$ cat src/rtl/axi4lite_pkg.sv
// Shared AXI4-Lite types: bus widths, response codes and the
// slave's write/read FSM state encodings.
package axi4lite_pkg;

   localparam int ADDRWIDTH = 32;
   localparam int DATAWIDTH = 32;

   typedef enum logic [1:0] {
      OKAY   = 2'b00,
      EXOKAY = 2'b01,
      SLVERR = 2'b10,
      DECERR = 2'b11
   } resp_t;

   typedef enum logic [1:0] {
      W_IDLE,
      W_HAVE_ADDR,
      W_HAVE_DATA,
      W_RESP
   } wr_state_t;

   typedef enum logic {
      R_IDLE,
      R_DATA
   } rd_state_t;

endpackage

$ cat src/rtl/axi4lite_slave_wr_fsm.sv
// Write-side control of the AXI4-Lite slave memory.
// Captures AW and W independently (either order or together), drives
// AWREADY/WREADY, issues a one-cycle in-range commit strobe carrying
// word index, data and byte strobe, and holds the B response until
// the master takes it.
// Ports: clk, rst (async, active-high); aw_addr/aw_valid/aw_ready;
// w_data/w_strb/w_valid/w_ready; b_resp/b_valid/b_ready;
// commit, commit_idx, commit_data, commit_strb to the memory array.
module axi4lite_slave_wr_fsm
   import axi4lite_pkg::*;
#(
   parameter int AW    = ADDRWIDTH,
   parameter int DW    = DATAWIDTH,
   parameter int DEPTH = 16,
   parameter int IW    = (DEPTH > 1) ? $clog2(DEPTH) : 1
) (
   input  logic            clk,
   input  logic            rst,
   input  logic [AW-1:0]   aw_addr,
   input  logic            aw_valid,
   output logic            aw_ready,
   input  logic [DW-1:0]   w_data,
   input  logic [DW/8-1:0] w_strb,
   input  logic            w_valid,
   output logic            w_ready,
   output logic [1:0]      b_resp,
   output logic            b_valid,
   input  logic            b_ready,
   output logic            commit,
   output logic [IW-1:0]   commit_idx,
   output logic [DW-1:0]   commit_data,
   output logic [DW/8-1:0] commit_strb
);

   localparam int OFF = $clog2(DW / 8);

   wr_state_t       state;
   wr_state_t       state_nx;
   resp_t           resp_q;
   logic [AW-1:0]   addr_q;
   logic [DW-1:0]   data_q;
   logic [DW/8-1:0] strb_q;

   logic            aw_hs;
   logic            w_hs;
   logic            done;
   logic            in_range;
   logic [AW-1:0]   sel_addr;
   logic [DW-1:0]   sel_data;
   logic [DW/8-1:0] sel_strb;

   // Readies depend only on state, never on VALID.
   assign aw_ready = ~rst &
      ((state == W_IDLE) | (state == W_HAVE_DATA));
   assign w_ready  = ~rst &
      ((state == W_IDLE) | (state == W_HAVE_ADDR));
   assign aw_hs    = aw_valid & aw_ready;
   assign w_hs     = w_valid & w_ready;

   always_comb begin
      state_nx = state;
      done     = 1'b0;
      sel_addr = addr_q;
      sel_data = data_q;
      sel_strb = strb_q;
      unique case (state)
         W_IDLE: begin
            sel_addr = aw_addr;
            sel_data = w_data;
            sel_strb = w_strb;
            if (aw_hs && w_hs) begin
               done     = 1'b1;
               state_nx = W_RESP;
            end else if (aw_hs) begin
               state_nx = W_HAVE_ADDR;
            end else if (w_hs) begin
               state_nx = W_HAVE_DATA;
            end
         end
         W_HAVE_ADDR: begin
            sel_data = w_data;
            sel_strb = w_strb;
            if (w_hs) begin
               done     = 1'b1;
               state_nx = W_RESP;
            end
         end
         W_HAVE_DATA: begin
            sel_addr = aw_addr;
            if (aw_hs) begin
               done     = 1'b1;
               state_nx = W_RESP;
            end
         end
         W_RESP: begin
            if (b_ready) state_nx = W_IDLE;
         end
         default: state_nx = W_IDLE;
      endcase
   end

   // Any set bit above the index field lands at or past DEPTH.
   assign in_range    = (sel_addr >> OFF) < AW'(DEPTH);
   assign commit      = done & in_range;
   assign commit_idx  = sel_addr[OFF +: IW];
   assign commit_data = sel_data;
   assign commit_strb = sel_strb;

   assign b_valid = (state == W_RESP);
   assign b_resp  = resp_q;

   always_ff @(posedge clk or posedge rst) begin
      if (rst) begin
         state  <= W_IDLE;
         resp_q <= OKAY;
         addr_q <= '0;
         data_q <= '0;
         strb_q <= '0;
      end else begin
         state <= state_nx;
         if (aw_hs) addr_q <= aw_addr;
         if (w_hs) begin
            data_q <= w_data;
            strb_q <= w_strb;
         end
         if (done) resp_q <= in_range ? OKAY : SLVERR;
      end
   end

endmodule

$ cat src/rtl/axi4lite_slave_mem.sv
// AXI4-Lite slave with a small word-addressed register memory.
// Byte-strobed writes, single-word reads, OKAY in range, SLVERR out.
// Ports: clk, rst (async, active-high); AW channel AWADDR/AWVALID/
// AWREADY; W channel WDATA/WSTRB/WVALID/WREADY; B channel BRESP/
// BVALID/BREADY; AR channel ARADDR/ARVALID/ARREADY; R channel
// RDATA/RRESP/RVALID/RREADY.
module axi4lite_slave_mem
   import axi4lite_pkg::*;
#(
   parameter int ADDRW = ADDRWIDTH,
   parameter int DATAW = DATAWIDTH,
   parameter int DEPTH = 16
) (
   input  logic               clk,
   input  logic               rst,
   input  logic [ADDRW-1:0]   AWADDR,
   input  logic               AWVALID,
   output logic               AWREADY,
   input  logic [DATAW-1:0]   WDATA,
   input  logic [DATAW/8-1:0] WSTRB,
   input  logic               WVALID,
   output logic               WREADY,
   output logic [1:0]         BRESP,
   output logic               BVALID,
   input  logic               BREADY,
   input  logic [ADDRW-1:0]   ARADDR,
   input  logic               ARVALID,
   output logic               ARREADY,
   output logic [DATAW-1:0]   RDATA,
   output logic [1:0]         RRESP,
   output logic               RVALID,
   input  logic               RREADY
);

   localparam int SW  = DATAW / 8;
   localparam int OFF = $clog2(SW);
   localparam int IW  = (DEPTH > 1) ? $clog2(DEPTH) : 1;

   logic [DATAW-1:0] mem [DEPTH];

   logic             commit;
   logic [IW-1:0]    commit_idx;
   logic [DATAW-1:0] commit_data;
   logic [SW-1:0]    commit_strb;

   axi4lite_slave_wr_fsm #(
      .AW    (ADDRW),
      .DW    (DATAW),
      .DEPTH (DEPTH),
      .IW    (IW)
   ) u_wr (
      .clk         (clk),
      .rst         (rst),
      .aw_addr     (AWADDR),
      .aw_valid    (AWVALID),
      .aw_ready    (AWREADY),
      .w_data      (WDATA),
      .w_strb      (WSTRB),
      .w_valid     (WVALID),
      .w_ready     (WREADY),
      .b_resp      (BRESP),
      .b_valid     (BVALID),
      .b_ready     (BREADY),
      .commit      (commit),
      .commit_idx  (commit_idx),
      .commit_data (commit_data),
      .commit_strb (commit_strb)
   );

   always_ff @(posedge clk or posedge rst) begin
      if (rst) begin
         for (int i = 0; i < DEPTH; i++) mem[i] <= '0;
      end else if (commit) begin
         for (int b = 0; b < SW; b++) begin
            if (commit_strb[b])
               mem[commit_idx][8*b +: 8] <= commit_data[8*b +: 8];
         end
      end
   end

   rd_state_t     rstate;
   rd_state_t     rstate_nx;
   logic          ar_hs;
   logic          ar_ok;
   logic [IW-1:0] ar_idx;

   assign ARREADY = ~rst & (rstate == R_IDLE);
   assign RVALID  = (rstate == R_DATA);
   assign ar_hs   = ARVALID & ARREADY;
   assign ar_ok   = (ARADDR >> OFF) < ADDRW'(DEPTH);
   assign ar_idx  = ARADDR[OFF +: IW];

   always_comb begin
      rstate_nx = rstate;
      unique case (rstate)
         R_IDLE:  if (ar_hs) rstate_nx = R_DATA;
         R_DATA:  if (RREADY) rstate_nx = R_IDLE;
         default: rstate_nx = R_IDLE;
      endcase
   end

   always_ff @(posedge clk or posedge rst) begin
      if (rst) rstate <= R_IDLE;
      else     rstate <= rstate_nx;
   end

   // Sampled with the pre-edge memory, so a same-edge commit is not seen.
   always_ff @(posedge clk or posedge rst) begin
      if (rst) begin
         RDATA <= '0;
         RRESP <= OKAY;
      end else if (ar_hs) begin
         RDATA <= ar_ok ? mem[ar_idx] : '0;
         RRESP <= ar_ok ? OKAY : SLVERR;
      end
   end

endmodule

$ cat config.mk
export PLATFORM = sky130hd
export DESIGN_NAME = axi4lite_slave_mem
export DESIGN_NICKNAME = d
export VERILOG_FILES = /design/src/rtl/axi4lite_pkg.sv /design/src/rtl/axi4lite_slave_wr_fsm.sv /design/src/rtl/axi4lite_slave_mem.sv
export SDC_FILE = /design/constraint.sdc
export NUM_CORES = 1
export LEC_CHECK = 0
export CORE_ASPECT_RATIO = 0.9
export CORE_MARGIN = 2
export CORE_UTILIZATION = 59
export DETAILED_ROUTE_END_ITERATION = 10
export PLACE_DENSITY = 0.85
export SETUP_SLACK_MARGIN = 0.05
export SLEW_MARGIN = 5
export SYNTH_ARGS = -nofsm -noshare
export SYNTH_HDL_FRONTEND = slang
export SYNTH_HIERARCHICAL = 1
export SYNTH_SLANG_ARGS = --single-unit
$ cat constraint.sdc
create_clock -name clk -period 25.7 [get_ports clk]
set_input_delay 5.14 -clock clk [delete_from_list [all_inputs] [get_ports clk]]
set_output_delay 5.14 -clock clk [all_outputs]
set_load 0.005 [all_outputs]
==> impl_metrics.py <==
metrics = {
    "run_status": {
        "outcome": "finished clean",
    },
    "floorplanning": {
        "die_y_microns": 209,
        "die_x_microns": 232,
        "row_count": 75,
        "start_util_pct": 59.3,
        "dieArea_sq_um": 48300,
        "coreArea_sq_um": 46400,
        "top_level_ports": 148,
    },
    "clock_network": {
        "clock_latency_ns": 0.62,
        "clkSinkCount": 615,
        "cts_root_buf": "clkbuf_16",
        "cts_buffer_depth": 3,
        "ctsHoldBuffers": 0,
        "cts_tree": "built",
        "cts_max_level": 2,
        "cts_buffers": 59,
        "cts_resized": 0,
        "postCtsSetupRepairBufs": 0,
        "clk_pin_slew_ns": 0.06,
    },
    "worst_setup_path": {
        "worst-setup-path-type": "in -> out",
        "cpPeakStageDelay_ns": 0.66,
        "worst-path-max-fanout": 7,
        "worstPathRequired_ns": 20.56,
        "crit_path_frequent_cell": "clkdlybuf4s50_1",
        "crit_arrival_ns": 6.60,
        "worstRegToRegCells": 7,
        "startpoint": "rst",
        "crit_buf_inv": 2,
        "critical_path_depth": 3,
        "path_delay_family": "buffers and inverters",
        "path_cells": "clkdlybuf4s50_1, nor2_1, clkdlybuf4s50_1",
        "slowest_stage": "clkdlybuf4s50_1",
        "r2r_start": "u_wr/state[0]$_DFFE_PP0P_",
        "setup.worst_path.start_class": "input pin",
        "cp-end-kind": "output pin",
    },
    "routing": {
        "ant_nets": 0,
        "first_pass_iters": 5,
        "wl_met3_microns": 3830,
        "viasPerCell": 6.31,
        "wl_microns": 63200,
        "drt_iter0_drc": 1239,
        "highest_layer": "met4",
        "met2_length_microns": 31200,
        "wire_per_inst_microns": 24.8,
        "vias": 16051,
        "drc": 0,
        "met1Wirelength_microns": 25800,
    },
    "global_routing": {
        "grt_max_degree": 196,
        "grt_pass1_vias": 17497,
        "grtUsageTotal_pct": 26.9,
        "grt_overflow": 0,
        "grt_pass1_wl_microns": 99100,
        "antenna_found_initial": 2,
    },
    "power_and_ir_drop": {
        "seqPwrFrac_pct": 43.8,
        "p_int_mw": 1.69,
        "p_leak_nw": 15.0,
        "p_switching_mw": 0.711,
        "clkPwrFrac_pct": 36.5,
        "sw_frac_of_total_pct": 29.6,
        "power.density_nw_per_um2": 76.5,
        "combPwrFrac_pct": 19.7,
        "vdd_drop_max_mv": 0.0583,
    },
    "layout": {
        "drive_above_1_share_pct": 43.7,
        "n_fill_cell": 3092,
        "syn2layout_area_growth_pct": 14.1,
        "nets": 1993,
    },
    "flow_run": {
        "maxCapViolCount": 0,
    },
    "timing": {
        "final.min_clock_period_ns": 11.74,
        "final-setup-viol-count": 0,
        "grt_setup_unrepaired": "no",
        "clock_skew_ns": 0.00995,
        "max_freq_ghz": 0.0852,
        "whs_ns": 0.484,
        "max_slew.worst_pin.slew_ns": 1.34,
        "min_period_over_period_pct": 45.7,
        "timing_hold_violations_final": 0,
        "slew_headroom_pct": 10.1,
        "maxSlewViolCount": 0,
        "tns_ns": 0,
    },
    "yosys": {
        "syn_nets": 1876,
        "avgSynthCellArea_sq_um": 15.6,
        "yosys_warnings": 6,
        "syn_inst": 1764,
        "synthesis.area_sq_um": 27500,
        "yosysSeqAreaShare_pct": 56.0,
        "ys_ff_latch": 615,
        "ys_types": 39,
    },
    "placed_design": {
        "dp_hpwl_microns": 38600,
        "gp_congestion": 0.796,
        "io_buffers": 141,
    },
    "worst_hold_path": {
        "min_path_cells": 1,
        "hold_path_class": "reg -> reg",
        "hold_start": "mem[88]$_DFFE_PP0P_",
    },
}
-- metrics by stage --
stage | util [%] | setup WS, ns | std cells | cell area (sq um) | power [mW]
floorplan | - | 5.30 | 1764 | 27500 | 1.39
CTS | 67.7 | 13.95 | 2543 | 31400 | 2.41
global route | 67.7 | 13.89 | 2544 | 31400 | 2.50
detailed placement | 63.5 | 13.96 | 2436 | 29400 | 1.53
global placement | 63.5 | 13.95 | 2436 | 29400 | 1.51
finish | 67.7 | 13.96 | 2544 | 31400 | 2.40
-- layout make-up --
class                           instances  area [sq um]  share of cell area (%)
Clock inverter                         16           188                   0.598
Antenna cell                            1          2.50                 0.00798
Multi-Input combinational cell       1037         11700                    37.2
Tap cell                              616           771                    2.46
Inverter                                9          42.5                   0.136
Clock buffer                           91          1760                    5.61
Sequential cell                       615         15400                    49.1
Timing Repair Buffer                  159          1560                    4.97
-- path summary, 6_finish.rpt --
path,to,slack (ns)
max in group asynchronous,mem[140]$_DFFE_PP0P_,17.91
hold reg to reg,mem[88]$_DFFE_PP0P_,0.48
hold / removal,mem[88]$_DFFE_PP0P_,0.48
min in group asynchronous,RDATA[0]$_DFFE_PP0P_,5.32
setup reg to reg,mem[495]$_DFFE_PP0P_,21.79
setup / recovery,ARREADY,13.96
-- placed cells by master (no fill, tap or decap), types with 5 or more instances in the layout --
cell type	instances
ha_1	5
clkinv_2	11
nand2_1	85
nor4_1	17
clkbuf_8	13
mux4_2	128
mux2_1	40
nor2_2	17
a22o_1	31
nand3_1	5
dfrtp_1	615
clkbuf_1	18
nor2_1	15
inv_1	7
mux2_2	578
clkbuf_16	61
nor3_1	7
clkdlybuf4s50_1	139
a22oi_1	62
and2_1	6
buf_4	18
-- state kept, by name, indices dropped and copies added, names as in the netlist --
register and flops:
mem 512, RDATA 32, u_wr/data_q 32, u_wr/addr_q 30, u_wr/strb_q 4, u_wr/state 2
RRESP 1, RVALID 1, u_wr/b_resp 1
-- synthesized netlist by cell type, drive strengths merged --
library cell / instances / area (sq um)
dfrtp: 615 / 15400
a22oi: 62 / 465
a2111oi: 1 / 27.5
o22ai: 2 / 12.5
o21a: 1 / 7.51
conb: 2 / 7.51
nand4: 2 / 12.5
nor2: 34 / 186
and3: 1 / 7.51
buf: 32 / 169
o21ai: 4 / 20.0
a22o: 31 / 272
a32o: 1 / 10.0
nor4: 18 / 119
mux2i: 4 / 40.0
nand2: 86 / 323
or4: 3 / 22.5
and2: 6 / 37.5
a211o: 1 / 8.76
mux4: 128 / 2880
a21oi: 3 / 15.0
mux2: 618 / 6960
o211ai: 1 / 7.51
nor3: 7 / 35.0
ha: 5 / 62.6
nand3: 5 / 25.0
nor2b: 3 / 18.8
inv: 9 / 33.8
nand2b: 4 / 25.0
clkbuf: 71 / 267
or2: 4 / 25.0
-- layer usage --
layer,track usage (%),up-vias
met1,35.9,8542
li1,-,6866
met4,10.9,0
met2,44.0,508
met5,0,-
met3,4.89,135
-- power by group through the flow --
stage / sequential, mW / combinational (mW) / clock [mW]
after floorplan: 1.06 / 0.326 / 0
after global placement: 1.06 / 0.441 / 0
after detailed placement: 1.07 / 0.466 / 0
after CTS: 1.05 / 0.471 / 0.888
after global routing: 1.06 / 0.509 / 0.928
final: 1.05 / 0.472 / 0.875
-- cells by family after synthesis --
logic type	after synthesis	synth area share (%)
AOI/OAI and AO/OA	107	3.08
other	2	0.0273
DFF	615	56.0
muxes	750	35.9
adders and majority gates	5	0.228
and+or+nand+nor	173	3.04
buffers and inverters	112	1.71
Power figures use the tool's default switching activity.
